## src/rtl/freq_calc.sv

```systemverilog
// freq_calc: converts a raw clock-cycle count for a window of (times+1)
// input periods into a frequency in Hz:
//   freq = CLK_HZ*(times+1)/(cnt_in+1)
// The division is a 64-by-33-bit serial restoring divider, one quotient
// bit per clock, MSB first.
// Optional build macro FREQ_CALC_ROUND_EN: round the quotient to nearest
// (ties up) instead of truncating. Latency is the same in both builds.
module freq_calc #(
  parameter int unsigned CLK_HZ = 125_000_000,  // must be < 2^31
  parameter int unsigned QW     = 32            // freq_out width, < 64
) (
  input  logic          clk,
  input  logic          rstn,
  input  logic          en,
  input  logic [31:0]   cnt_in,
  input  logic [31:0]   times,
  output logic [QW-1:0] freq_out,
  output logic          freq_valid,
  output logic          busy,
  output logic          no_sig,
  output logic          sat
);

  typedef enum logic [1:0] {
    S_IDLE,
    S_LOAD,
    S_DIV,
    S_DONE
  } state_t;

  localparam logic [63:0] CLK_HZ_64 = 64'(CLK_HZ);

  state_t      state;
  state_t      state_nx;

  logic [31:0] cnt_r;      // captured cycle count
  logic [31:0] times_r;    // captured window selector
  logic [63:0] dividend;   // shifted left one bit per iteration
  logic [32:0] divisor;
  logic [32:0] rem;
  logic [63:0] quo;        // quotient bits shifted in from the right
  logic [5:0]  iter;
  logic        zero_r;     // captured cnt_in was zero

  // Operands prepared for LOAD; 33-bit adds keep 0xFFFFFFFF+1 from wrapping.
  logic [32:0] div_load;
  logic [32:0] window;
  logic [63:0] dividend_load;

  // One restoring-division step.
  logic [33:0] rem_sh;
  logic        sub_ok;
  logic [32:0] rem_sub;

  // Operand preparation and the combinational divider step.
  always_comb begin
    div_load      = {1'b0, cnt_r} + 33'd1;
    window        = {1'b0, times_r} + 33'd1;
    // CLK_HZ < 2^31 and window <= 2^32, so the product fits in 63 bits.
    dividend_load = CLK_HZ_64 * {31'd0, window};
`ifdef FREQ_CALC_ROUND_EN
    dividend_load = dividend_load + {32'd0, div_load[32:1]};
`endif
    rem_sh  = {rem, dividend[63]};
    sub_ok  = (rem_sh >= {1'b0, divisor});
    // The remainder after a successful subtract is < divisor, so the
    // low 33 bits of the difference are exact.
    rem_sub = rem_sh[32:0] - divisor;
  end

  // State register.
  // NOTE: sequential state uses non-blocking (<=) so every flop samples
  // pre-edge values; blocking here would create order-dependent races.
  always_ff @(posedge clk or negedge rstn) begin
    if (!rstn) state <= S_IDLE;
    else       state <= state_nx;
  end

  // Next-state logic.
  // NOTE: state_nx gets a default before the case so no path leaves it
  // unassigned, which would otherwise infer a latch.
  always_comb begin
    state_nx = state;
    case (state)
      S_IDLE: if (en) state_nx = S_LOAD;
      S_LOAD: state_nx = (cnt_r == 32'd0) ? S_DONE : S_DIV;
      S_DIV:  if (iter == 6'd0) state_nx = S_DONE;
      S_DONE: state_nx = S_IDLE;
      default: state_nx = S_IDLE;
    endcase
  end

  assign busy = (state != S_IDLE);

  // Datapath: capture, load, divide, publish.
  always_ff @(posedge clk or negedge rstn) begin
    if (!rstn) begin
      cnt_r      <= '0;
      times_r    <= '0;
      dividend   <= '0;
      divisor    <= '0;
      rem        <= '0;
      quo        <= '0;
      iter       <= '0;
      zero_r     <= 1'b0;
      freq_out   <= '0;
      freq_valid <= 1'b0;
      no_sig     <= 1'b0;
      sat        <= 1'b0;
    end else begin
      freq_valid <= 1'b0;
      case (state)
        S_IDLE: begin
          if (en) begin
            cnt_r   <= cnt_in;
            times_r <= times;
          end
        end
        S_LOAD: begin
          dividend <= dividend_load;
          divisor  <= div_load;
          quo      <= '0;
          rem      <= '0;
          iter     <= 6'd63;
          zero_r   <= (cnt_r == 32'd0);
        end
        S_DIV: begin
          rem      <= sub_ok ? rem_sub : rem_sh[32:0];
          quo      <= {quo[62:0], sub_ok};
          dividend <= {dividend[62:0], 1'b0};
          iter     <= iter - 6'd1;
        end
        S_DONE: begin
          if ((quo >> QW) != 64'd0) begin
            freq_out <= '1;
            sat      <= 1'b1;
          end else begin
            freq_out <= quo[QW-1:0];
            sat      <= 1'b0;
          end
          no_sig     <= zero_r;
          freq_valid <= 1'b1;
        end
        default: ;
      endcase
    end
  end

endmodule

```

## config.mk

```make
export PLATFORM = sky130hd
export DESIGN_NAME = freq_calc
export DESIGN_NICKNAME = d
export VERILOG_FILES = /design/src/rtl/freq_calc.sv
export SDC_FILE = /design/constraint.sdc
export NUM_CORES = 2
export LEC_CHECK = 0
export CAP_MARGIN = 20
export CELL_PAD_IN_SITES_DETAIL_PLACEMENT = 1
export CELL_PAD_IN_SITES_GLOBAL_PLACEMENT = 1
export CORE_MARGIN = 5
export CORE_UTILIZATION = 54
export DETAILED_ROUTE_END_ITERATION = 8
export PLACE_DENSITY_LB_ADDON = 0.05
export SYNTH_ARGS = -nofsm -noshare
export SYNTH_HDL_FRONTEND = slang
export SYNTH_SLANG_ARGS = --single-unit
export TNS_END_PERCENT = 30
```

## constraint.sdc

```tcl
create_clock -name clk -period 12.9 [get_ports clk]
set_input_delay 1.935 -clock clk [delete_from_list [all_inputs] [get_ports clk]]
set_output_delay 1.935 -clock clk [all_outputs]
set_load 0.05 [all_outputs]
```

After elaboration in Yosys (flattened, before gate mapping)
Cells that the tools add are included.
{"block": "word_totals", "reg_bits": 302, "input_bits": 67, "output_inout_bits": 36, "elab_cells": 44}
{"block": "op_classes", "add_sub_neg": 4, "multipliers": 1, "order_cmp": 1, "n_eq_ne": 5, "muxes": 12, "n_reduce_logical": 8}
{"operator": "case mux 64 bit (2 select lines)", "n": 2}
{"operator": "adder 32 x 1 -> 33 bit (second input constant)", "n": 2}
{"operator": "case mux 33 bit (2 select lines)", "n": 1}
{"operator": "nonzero test 64 bit", "n": 1}
{"operator": "multiplier 21 x 33 -> 54 bit (first input constant)", "n": 1}
{"operator": ">= comparator 34 x 33 -> 1 bit", "n": 1}
{"operator": "2-to-1 mux 33 bit", "n": 1}
{"operator": "subtractor 33 bit", "n": 1}
{"operator": "logical NOT 32 bit", "n": 1}
{"operator": "2-to-1 mux 32 bit", "n": 1}
{"operator": "case mux 6 bit (2 select lines)", "n": 1}
{"operator": "case mux 2 bit (4 select lines)", "n": 1}
{"operator": "logical NOT 6 bit", "n": 1}
{"operator": "subtractor 6 x 1 -> 6 bit (second input constant)", "n": 1}
{"operator": "== test 2 bit (second input constant)", "n": 2}
{"operator": "2-to-1 mux 2 bit", "n": 2}
{"operator": "inequality test 2 bit (second input constant)", "n": 2}
{"operator": "AND reduction 2 bit", "n": 2}
{"operator": "nonzero test 2 bit", "n": 2}
{"operator": "2-to-1 mux 1 bit", "n": 3}
{"operator": "== test 2 x 1 -> 1 bit (second input constant)", "n": 1}
{"operator": "logical NOT 2 bit", "n": 1}

Longest topological paths before layout
{"block": "logic_depth", "ltp_word": 3, "depth_mapped": 33, "mapped_depth_nobuf": 33}

Least setup slack after synthesis
OpenSTA, ideal clock, no wires.
{"block": "synth_path", "path_kind": "register to register", "startpoint": "register times_r[0]", "endpoint": "register dividend[57]", "setup_time_ns": 0.144, "t_arrival_ns": 7.957, "required_time_ns": 12.756, "setup_slack_ns": 4.799, "stages_incl_launch_ff": 33, "n_path_buf": 2, "period_less_slack_ns": 8.101, "path_cell_list": "dfrtp_1 > ha_1 > nand3_1 > or2_2 > clkbuf_1 > nor3_2 > nand2_1 > nor2_1 > nand2_1 > xnor2_1 > ha_1 > inv_1 > fa_1 > inv_1 > fa_1 > fa_1 > fa_1 > fa_1 > inv_1 > fa_1 > inv_1 > ha_1 > clkbuf_1 > a21o_1 > a21oi_1 > o21bai_1 > or2_2 > o311ai_1 > o21ai_1 > a311oi_2 > a21oi_1 > xnor2_1 > o221ai_1"}
{"block": "synth_via", "elab_chain_cells": 3}
{"item": "start: declaration", "line": "37", "text": "logic [31:0] times_r;"}
{"item": "start signal: assignment", "line": "116", "text": "times_r <= times;"}
{"item": "adder 32 x 1 -> 33 bit", "line": "58", "text": "window = {1'b0, times_r} + 33'd1;"}
{"item": "multiplier 21 x 33 -> 54 bit", "line": "60", "text": "dividend_load = CLK_HZ_64 * {31'd0, window};"}
{"item": "case mux 64 bit (2 select lines)", "line": "112", "text": "case (state)"}
{"item": "end signal: assignment", "line": "120", "text": "dividend <= dividend_load;"}
{"item": "end signal: assignment", "line": "130", "text": "dividend <= {dividend[62:0], 1'b0};"}
{"item": "end: declaration", "line": "38", "text": "logic [63:0] dividend;"}
No other way between the ends. The select of a mux whose other input is x is not followed.
A chain may end at the register's enable or synchronous reset.

Worst setup path in the final report
{"block": "layout_path", "startpoint": "register times_r[2]", "endpoint": "register dividend[58]"}
The elaborated chain is that of the path after synthesis.

==> metrics.md <==
| Metric | Value |
|---|---|
| Maximum root-to-sink buffer count | 3 |
| Post-cts sizing count | 0 |
| Final GP Congestion | 0.912 |
| Type of the tightest min-delay check | reg -> reg |
| Clk sink count | 296 |
| Distinct cells, synth | 75 |
| Drt drc | 0 |
| Dpl hpwl | 62.2 mm |
| Routed WL | 78.4 mm |
| DIE AREA | 0.0583 sq mm |
| Vias | 21200 |
| TritonRoute pass-1 iters | 4 |
| Worst-path maximum fanout | 9 |
| Worst relative slew slack | 24.5% |
| Post-route ant nets | 0 |
| Max Cap Viol | 0 |
| Clock transition at path regs | 70 ps |
| Worst Skew | 27.7 ps |
| Setup CP Type | reg -> reg |
| Final Net Count | 3801 |
| Gr ovfl total | 0 |
| Final setup margin | 3540 ps |
| Post-Synthesis Cells | 3067 |
| Number of DRC markers in iteration 0 | 900 |
| Die height | 241 um |
| First-pass GRT wire length | 129 mm |
| Yosys reg bits | 296 |
| WL/cell | 20.4 um |
| Syn Area/Cell | 9.43 sq um |
| Fillers | 5970 |
| EDFF count, synth | 0 |
| Rows | 84 |
| Diodes inserted | 0 |
| CTS tree | done |
| Endpoint type of the worst setup path | register |
| Overall Global Routing Usage | 27.7% |
| Vias in the first global route | 24300 |
| Tmin final | 9360 ps |
| Synth Flop Type | dfrtp_1 |
| Total setup buffers inserted after CTS | 0 |
| Most frequent CP cell | fa_1 |
| Later-pin clock latency in the skew report | 570 ps |
| Vias per Instance | 5.53 |
| Largest net degree at the start of global routing | 117 |
| Syn-to-layout area delta | 9.99% |
| # IOs | 103 |
| Worst stage delay on the critical path | 890 ps |
| Final Slew Violations | 0 |
| Hold_buf cts | 0 |
| Final period util | 72.6% |
| Async S/R FF share, synth | 100% |
| TNS Setup | 0 ps |
| Min-delay src | zero_r |
| Synth Net Count | 3742 |
| Core area | 0.0528 sq mm |
| Yosys warning count | 0 |
| DIE WIDTH | 241 um |
| Leading cell types in the layout, fill and taps excluded | inv_1 (680), fa_1 (313), dfrtp_1 (296) |
| Share of layout cells above drive strength 1 | 5.65% |
| Unrepaired setup endpoints after global routing | no |
| Starting Density | 54.8% |
| FF-to-FF setup slack | 3540 ps |
| Mapped cell area | 0.0289 sq mm |
| Status | complete, no violations |
| Fin. Hold Viols | 0 |
| H-Tree Depth | 2 |
| Place WS | 3660 ps |
| Worst slew pin tran | 1130 ps |
| CP Launch Type | register |
| Worst Path Arrival | 9780 ps |
| Seq/Total Area, Yosys | 25.6% |
| Port Buffers | 102 |
| Count of final setup violators | 0 |
| Clock Root Buffer | clkbuf_16 |
| Critical path origin | times_r[2] |
| CTS Buf Count | 36 |
| Final design utilization | 60.3% |
| Reg-to-Reg Start | times_r[2] |
| Initial antenna violation count | 0 |
| Commonest non-fill, non-tap cell in the layout | inv_1 |
| WP data required | 13320 ps |
| Slowest cell on crit path | xor2_1 |
| Fmax | 0.107 GHz |
==> registers in the layout (all words and copies together) (netlist names) <==
signal	flops
cnt_r	32
dividend	58
divisor	33
freq_out	32
freq_valid	1
iter	6
no_sig	1
quo	64
rem	33
sat	1
state	2
times_r	32
zero_r	1
==> synthesized netlist by cell type, types with 12 or more instances <==
library cell | number | area (sq um)
a21o_1 | 38 | 285
a21oi_1 | 201 | 1010
and2_1 | 12 | 75.1
and3_1 | 18 | 113
clkbuf_1 | 89 | 334
dfrtp_1 | 296 | 7410
fa_1 | 313 | 6270
ha_1 | 295 | 3690
inv_1 | 680 | 2550
mux2_2 | 75 | 845
mux2i_1 | 24 | 240
nand2_1 | 104 | 390
nand2b_1 | 15 | 93.8
nand3_1 | 119 | 596
nand4_1 | 27 | 169
nor2_1 | 188 | 706
nor2b_1 | 16 | 100
nor3_1 | 17 | 85.1
nor4_1 | 19 | 119
o21ai_0 | 130 | 651
o21bai_1 | 14 | 105
o22a_1 | 32 | 280
o22ai_1 | 29 | 181
xnor2_1 | 89 | 780
xor2_1 | 80 | 701
==> area by class of cell <==
class	count	area [sq um]	share of cell area, %
Timing Repair Buffer	127	1230	3.87
Clock buffer	49	981	3.08
Clock inverter	12	209	0.657
Multi-Input combinational cell	1985	18600	58.4
Inverter	680	2550	8.02
Tap cell	688	861	2.71
Sequential cell	296	7410	23.3
==> critical path: cells and delay by family (launching register included) <==
family | cells | cell delay, ps
xor+xnor | 2 | 1080
flops | 1 | 440
compound gates | 8 | 1710
buf+inv | 4 | 350
simple gates | 8 | 1810
fa+ha+maj | 8 | 3800
==> kinds of logic (layout without fill, tap and decap cells) <==
kind of cell	count (synthesis)	after routing	share of synthesized area [%]
fa+ha+maj	608	608	34.4
xor+xnor	169	169	5.12
compound gates	539	539	11.4
mux	100	100	3.79
flops	296	296	25.6
simple gates	569	569	9.36
buf+inv	786	868	10.3
==> routing by layer <==
| layer | part of all wire [%] | up-vias | global-route usage, % |
|---|---|---|---|
| li1 | - | 10000 | - |
| met1 | 43 | 10800 | 35.7 |
| met2 | 50 | 296 | 48.9 |
| met3 | 4.4 | 95 | 5.59 |
| met4 | 2.1 | 0 | 5.83 |
| met5 | 0 | - | 0 |
==> final timing paths <==
check,to,depth (start not counted)
setup / recovery,dividend[58],30
hold / removal,zero_r,1
setup reg to reg,dividend[58],30
hold reg to reg,zero_r,1
max in group asynchronous,freq_out[5],3
min in group asynchronous,cnt_r[7],1
==> stage by stage <==
step	instance area [sq um]	hold slack (ps)	std cells
global route	31800	512	3837
finish	31800	481	3837
global placement	30600	464	3771
floorplan	28900	448	3067
detailed placement	30600	469	3775
CTS	31800	482	3836
Power is not shown: default switching activity piles up to over one toggle a cycle in this logic, so the estimate is an artifact.
